--- src/rtl/truth_lut_pkg.sv ---
// Shared types and helpers for the settled truth-table gate.
// Optional glitch counter (TRUTH_LUT_GLITCH_CNT_EN) uses GLITCH_W.
package truth_lut_pkg;

    localparam int GLITCH_W = 16;

    typedef enum logic [1:0] {
        IDLE,
        LOAD,
        COMMIT
    } cfg_state_e;

    function automatic int tt_width(input int n);
        return 1 << n;
    endfunction

endpackage

--- src/rtl/truth_lut_settle.sv ---
// Input stability tracker: captures in_vec and flags when it has held for SETTLE edges.
// With TRUTH_LUT_GLITCH_CNT_EN defined it also counts settles aborted by a new change.
module truth_lut_settle
    import truth_lut_pkg::*;
#(
    parameter int N_IN   = 3,
    parameter int SETTLE = 4
) (
    input  logic                clk,
    input  logic                rst_n,
    input  logic [N_IN-1:0]     in_vec,
    output logic [N_IN-1:0]     in_q,
    output logic                stable_pulse,
    output logic                settled
`ifdef TRUTH_LUT_GLITCH_CNT_EN
    ,
    output logic [GLITCH_W-1:0] glitch_cnt
`endif
);

    localparam int            CW      = $clog2(SETTLE + 1);
    localparam logic [CW-1:0] CNT_MAX = CW'(SETTLE);
    localparam logic [CW-1:0] CNT_PRE = CW'(SETTLE - 1);

    logic [CW-1:0] stab_cnt;
    logic          changed;

    assign changed = (in_vec != in_q);

    // High on every edge at which out must sample the table: count completing or saturated.
    assign stable_pulse = !changed && (stab_cnt >= CNT_PRE);

    always_ff @(posedge clk) begin
        if (!rst_n) begin
            in_q     <= '0;
            stab_cnt <= '0;
            settled  <= 1'b0;
        end else if (changed) begin
            in_q     <= in_vec;
            stab_cnt <= '0;
            settled  <= 1'b0;
        end else if (stab_cnt < CNT_MAX) begin
            stab_cnt <= stab_cnt + CW'(1);
            if (stab_cnt == CNT_PRE) begin
                settled <= 1'b1;
            end
        end
    end

`ifdef TRUTH_LUT_GLITCH_CNT_EN
    always_ff @(posedge clk) begin
        if (!rst_n) begin
            glitch_cnt <= '0;
        end else if (changed && (stab_cnt != '0) && (stab_cnt < CNT_MAX)
                     && (glitch_cnt != '1)) begin
            glitch_cnt <= glitch_cnt + GLITCH_W'(1);
        end
    end
`endif

endmodule

--- src/rtl/truth_lut_settled.sv ---
// N-input truth-table gate with settle-filtered registered output and serial table reload.
// Define TRUTH_LUT_GLITCH_CNT_EN to expose the aborted-settle counter glitch_cnt.
module truth_lut_settled
    import truth_lut_pkg::*;
#(
    parameter int                         N_IN     = 3,
    parameter int                         SETTLE   = 4,
    parameter logic [tt_width(N_IN)-1:0]  TT_RESET = 8'hD7
) (
    input  logic                clk,
    input  logic                rst_n,
    input  logic [N_IN-1:0]     in_vec,
    output logic                out,
    output logic                settled,
    input  logic                cfg_valid,
    input  logic                cfg_bit,
    output logic                cfg_ready,
    output logic                cfg_busy
`ifdef TRUTH_LUT_GLITCH_CNT_EN
    ,
    output logic [GLITCH_W-1:0] glitch_cnt
`endif
);

    localparam int              TW       = tt_width(N_IN);
    localparam logic [N_IN-1:0] LAST_IDX = N_IN'(TW - 1);

    logic [TW-1:0]   active;
    logic [TW-1:0]   shadow;
    logic [N_IN-1:0] in_q;
    logic [N_IN-1:0] idx;
    logic            stable_pulse;
    logic            xfer;
    cfg_state_e      state;

    assign xfer = cfg_valid && cfg_ready;

    truth_lut_settle #(
        .N_IN   (N_IN),
        .SETTLE (SETTLE)
    ) u_settle (
        .clk          (clk),
        .rst_n        (rst_n),
        .in_vec       (in_vec),
        .in_q         (in_q),
        .stable_pulse (stable_pulse),
        .settled      (settled)
`ifdef TRUTH_LUT_GLITCH_CNT_EN
        ,
        .glitch_cnt   (glitch_cnt)
`endif
    );

    // Bits collect in shadow; active only changes in the single COMMIT cycle.
    always_ff @(posedge clk) begin
        if (!rst_n) begin
            state     <= IDLE;
            idx       <= '0;
            shadow    <= '0;
            active    <= TT_RESET;
            cfg_ready <= 1'b1;
            cfg_busy  <= 1'b0;
        end else begin
            case (state)
                IDLE, LOAD: begin
                    if (xfer) begin
                        shadow[idx] <= cfg_bit;
                        cfg_busy    <= 1'b1;
                        if (idx == LAST_IDX) begin
                            state     <= COMMIT;
                            cfg_ready <= 1'b0;
                        end else begin
                            state <= LOAD;
                            idx   <= idx + N_IN'(1);
                        end
                    end
                end
                COMMIT: begin
                    active    <= shadow;
                    idx       <= '0;
                    state     <= IDLE;
                    cfg_ready <= 1'b1;
                    cfg_busy  <= 1'b0;
                end
                default: begin
                    state     <= IDLE;
                    idx       <= '0;
                    cfg_ready <= 1'b1;
                    cfg_busy  <= 1'b0;
                end
            endcase
        end
    end

    always_ff @(posedge clk) begin
        if (!rst_n) begin
            out <= 1'b0;
        end else if (stable_pulse) begin
            out <= active[in_q];
        end
    end

endmodule
--- config.mk ---
export PLATFORM = sky130hd
export DESIGN_NAME = truth_lut_settled
export DESIGN_NICKNAME = d
export VERILOG_FILES = /design/src/rtl/truth_lut_pkg.sv /design/src/rtl/truth_lut_settle.sv /design/src/rtl/truth_lut_settled.sv
export SDC_FILE = /design/constraint.sdc
export NUM_CORES = 1
export LEC_CHECK = 0
export CORE_MARGIN = 5
export CORE_UTILIZATION = 54
export DETAILED_ROUTE_END_ITERATION = 6
export PLACE_DENSITY = 0.84
export REMOVE_ABC_BUFFERS = 1
export SLEW_MARGIN = 10
export SYNTH_ARGS = -nofsm -noshare
export SYNTH_HDL_FRONTEND = slang
export SYNTH_SLANG_ARGS = --single-unit
--- constraint.sdc ---
create_clock -name clk -period 1.51 [get_ports clk]
set_input_delay 0.151 -clock clk [delete_from_list [all_inputs] [get_ports clk]]
set_output_delay 0.151 -clock clk [all_outputs]
set_load 0.02 [all_outputs]
==> parameters.txt <==
Parameter                              Value

Timing
  Highest Clock Rate ... 689 MHz
  Final cycle utilization of the critical path ... 0.961
  Fin Clk Skew ... 7.55 ps
  Final count of negative-setup-slack endpoints ... 0
  Fin. max-slew vios ... 0
  Number of hold-slack violations in the final timing report ... 0
  Worst slew margin ... 0.695
  Unrepaired setup endpoints after global routing ... no
  Worst Max-Slew Pin Slew ... 457 ps
  Final setup TNS ... 0 ps
  Final worst path period need ... 1450 ps

Logic synthesis
  Area of the mapped netlist ... around 0.0013 mm^2
  Number of cells produced by synthesis ... 143
  Flops & latches, synth ... 31
  Synthesis warning total ... 0
  Seq/Total Area, Yosys ... 0.472
  Library cells used by synthesis ... 32
  Average size of a mapped cell ... 9.19 um^2

Power
  Total leakage power ... 0.000590 uW
  Worst ir drop on vdd ... between 800 and 900 uV
  Pwr per Cell Area ... 956 mW/mm^2

Route
  Routed wirelength normalized by instance count ... 13.8 um
  Total wire length after detailed routing ... 2.56 mm
  Per-cell via count in the routed design ... approximately 5.8
  Remaining design rule violation count ... 0
  Final antenna-violating net count ... 0
  Iteration-0 DRC Markers ... 47
  Vias after detailed routing ... ~1100
  First drt pass iteration count ... 4

Final layout
  Area growth from synthesis to final layout ... 14.1%
  Total number of nets in the final design ... 167
  Non-Filler Instances ... between 150 and 200
  Most used cells in the layout excluding fill and tap cells ... sky130_fd_sc_hd__dfxtp_1, sky130_fd_sc_hd__nand2_1, sky130_fd_sc_hd__a21oi_1, sky130_fd_sc_hd__nand3_1, sky130_fd_sc_hd__clkdlybuf4s50_1
  Final antenna diode count ... 0
  Total area of multi-input combinational cells ... between 600 and 700 um^2
  Layout fillers ... 196
  Area of all sequential standard cells ... 621 um^2
  Share of layout cells above drive strength 1 ... 0.0764
  Most common cell after layout, fill and taps aside ... sky130_fd_sc_hd__dfxtp_1

Worst setup path
  Maximum fanout along the worst path ... 4
  Number of logic stages on the critical path including buffering ... 5
  Cell with the most instances on the worst path ... sky130_fd_sc_hd__ha_1
  Launch instance of the worst register-to-register path ... u_settle.stab_cnt[0]
  CP Launch Type ... register
  Source of the critical timing path ... u_settle.stab_cnt[0]
  Worst Path Buf+Inv ... 0
  End point of the critical path ... out
  Worst reg-to-reg path cell count ... 5
  Worst r2r dst ... out
  Data arrival time of the worst path ... 1650 ps
  Worst path slowest cell ... sky130_fd_sc_hd__dfxtp_1
  Critical path's largest stage delay ... 350 ps
  Required time worst endpoint ... 1710 ps
  Critical path cell sequence ... ha_1 -> ha_1 -> a211o_1 -> a41oi_1 -> a311oi_1
  Critical Path Sink Type ... register
  Kind of cell adding the most delay to the critical path ... compound AO/OA/AOI/OAI gates
  Reg-to-reg slack, setup ... roughly 59 ps
  Type of the worst setup path ... reg -> reg

Clock tree
  Cts-stage hold buffer count ... 0
  Total CTS buffers ... 5
  Worst-Skew Late Latency ... 320 ps
  Post-cts resize count ... 0
  CTS tree ... built
  Clock transition at path regs ... 90 ps
  CTS H-tree depth ... 2
  CTS sink count ... 31
  Buffers inserted during post-CTS setup optimization ... 0
  CTS Buffer Depth ... 2
  CTS Root Cell ... sky130_fd_sc_hd__clkbuf_4

GRT
  Vias in the first global route ... 1099
  Overflow after GRT ... 0
  Global-route wire length before repair ... approximately 4.5 mm
  Initial antenna violation count ... 0
  Largest net degree at the start of global routing ... 12
  All-Layer GR Usage ... 0.169

Worst hold path
  Hold WC Path Type ... in -> reg

Placement
  Routability Congestion ... 0.834
  Count of placed standard cells including taps ... 177
  Hpwl dp ... 1.96 mm
  IO Port Bufs ... 10

Run status
  Status ... finished clean

Flow run
  Number of max-capacitance violations reported ... 0

Floorplan
  Number of primary I/O pins ... 11
  Starting density of the core ... 0.577
  Horizontal die dimension ... 59.3 um
  Total number of placement rows ... 17
  Die area ... 0.00352 mm^2
  Die Height ... 59.3 um
  Core region area ... between 0.002 and 0.0025 mm^2
-- power by group --
| part | internal, uW | leakage (uW) | switching, uW |
|---|---|---|---|
| sequential | 837 | 0.000252 | 16.9 |
| combinational | 64.1 | 0.000308 | 70.0 |
| clock | 181 | 0.0000293 | 263 |
| total | 1080 | 0.000590 | 350 |
-- cell families after synthesis --
logic type | synth area share
multiplexers | 0.0705
flip-flops | 0.472
XOR/XNOR | 0.0333
adder cells (fa/ha/maj) | 0.0381
buffers and inverters | 0.0343
AND/OR/NAND/NOR | 0.237
AO/OA/AOI/OAI | 0.114
-- through the flow --
stage	util	setup WS, ps	power (uW)	cell area [um^2]	hold slack, ps
floorplan	-	170	947	1280	223
global placement	0.637	145	998	1450	438
detailed placement	0.637	79.5	1010	1450	449
CTS	0.659	62.7	1440	1500	438
global route	0.659	7.98	1510	1500	423
finish	0.659	59.4	1430	1500	439
-- Yosys cell counts --
cell / count / area, um^2
sky130_fd_sc_hd__a211o_1: 1 / 8.76
sky130_fd_sc_hd__a21o_1: 1 / 7.51
sky130_fd_sc_hd__a21oi_1: 13 / 65.1
sky130_fd_sc_hd__a311oi_1: 1 / 8.76
sky130_fd_sc_hd__a31oi_1: 1 / 6.26
sky130_fd_sc_hd__a41oi_1: 1 / 8.76
sky130_fd_sc_hd__and2_1: 3 / 18.8
sky130_fd_sc_hd__and3_1: 1 / 6.26
sky130_fd_sc_hd__and4b_1: 1 / 10.0
sky130_fd_sc_hd__and4bb_2: 1 / 12.5
sky130_fd_sc_hd__buf_1: 1 / 3.75
sky130_fd_sc_hd__buf_2: 3 / 15.0
sky130_fd_sc_hd__clkbuf_1: 5 / 18.8
sky130_fd_sc_hd__dfxtp_1: 31 / 621
sky130_fd_sc_hd__ha_1: 4 / 50.1
sky130_fd_sc_hd__inv_1: 2 / 7.51
sky130_fd_sc_hd__mux2i_1: 4 / 40.0
sky130_fd_sc_hd__mux4_1: 2 / 52.6
sky130_fd_sc_hd__nand2_1: 18 / 67.6
sky130_fd_sc_hd__nand2b_1: 4 / 25.0
sky130_fd_sc_hd__nand3_1: 13 / 65.1
sky130_fd_sc_hd__nand3b_1: 1 / 7.51
sky130_fd_sc_hd__nand4_1: 3 / 18.8
sky130_fd_sc_hd__nand4b_1: 1 / 8.76
sky130_fd_sc_hd__nand4bb_1: 1 / 11.3
sky130_fd_sc_hd__nor2_1: 9 / 33.8
sky130_fd_sc_hd__nor2b_1: 3 / 18.8
sky130_fd_sc_hd__nor3b_1: 1 / 7.51
sky130_fd_sc_hd__o21ai_0: 6 / 30.0
sky130_fd_sc_hd__o31ai_1: 2 / 15.0
sky130_fd_sc_hd__xnor2_1: 3 / 26.3
sky130_fd_sc_hd__xor2_1: 2 / 17.5
-- final cells by class --
class / instances / area share
sequential: 31 / 0.414
clock buffer: 7 / 0.0301
tap: 28 / 0.0234
multi-input combinational: 101 / 0.432
clock inverter: 1 / 0.00334
timing repair buffer: 15 / 0.0918
inverter: 2 / 0.00501
-- state kept, by name, summed over array words and instances (netlist names) --
| name | count |
|---|---|
| cfg_busy | 1 |
| u_settle.stab_cnt | 3 |
| idx | 3 |
| out | 1 |
| active | 8 |
| shadow | 8 |
| u_settle.in_q | 3 |
| u_settle.settled | 1 |
| state | 2 |
| cfg_ready | 1 |
-- worst min-delay path by stage --
| stage | startpoint | to | slack (ps) | cells after the start |
|---|---|---|---|---|
| after detailed placement | shadow[5] | active[5] | 450 | 2 |
| after CTS | in_vec[2] | u_settle.in_q[2] | 440 | 2 |
| after floorplan | rst_n | active[0] | 220 | 1 |
| final | in_vec[2] | u_settle.in_q[2] | 440 | 2 |
| after global routing | in_vec[2] | u_settle.in_q[2] | 420 | 2 |
| after global placement | shadow[5] | active[5] | 440 | 2 |
-- metal layers --
metal  up-vias  global-route usage  part of all wire
met5         -                   0                 0
met4         0              0.0615            0.0059
met3         3              0.0654             0.041
met2        19               0.300              0.53
met1       520               0.178              0.42
li1        531                   -                 -
No activity file was read; power rests on OpenSTA's default activity.
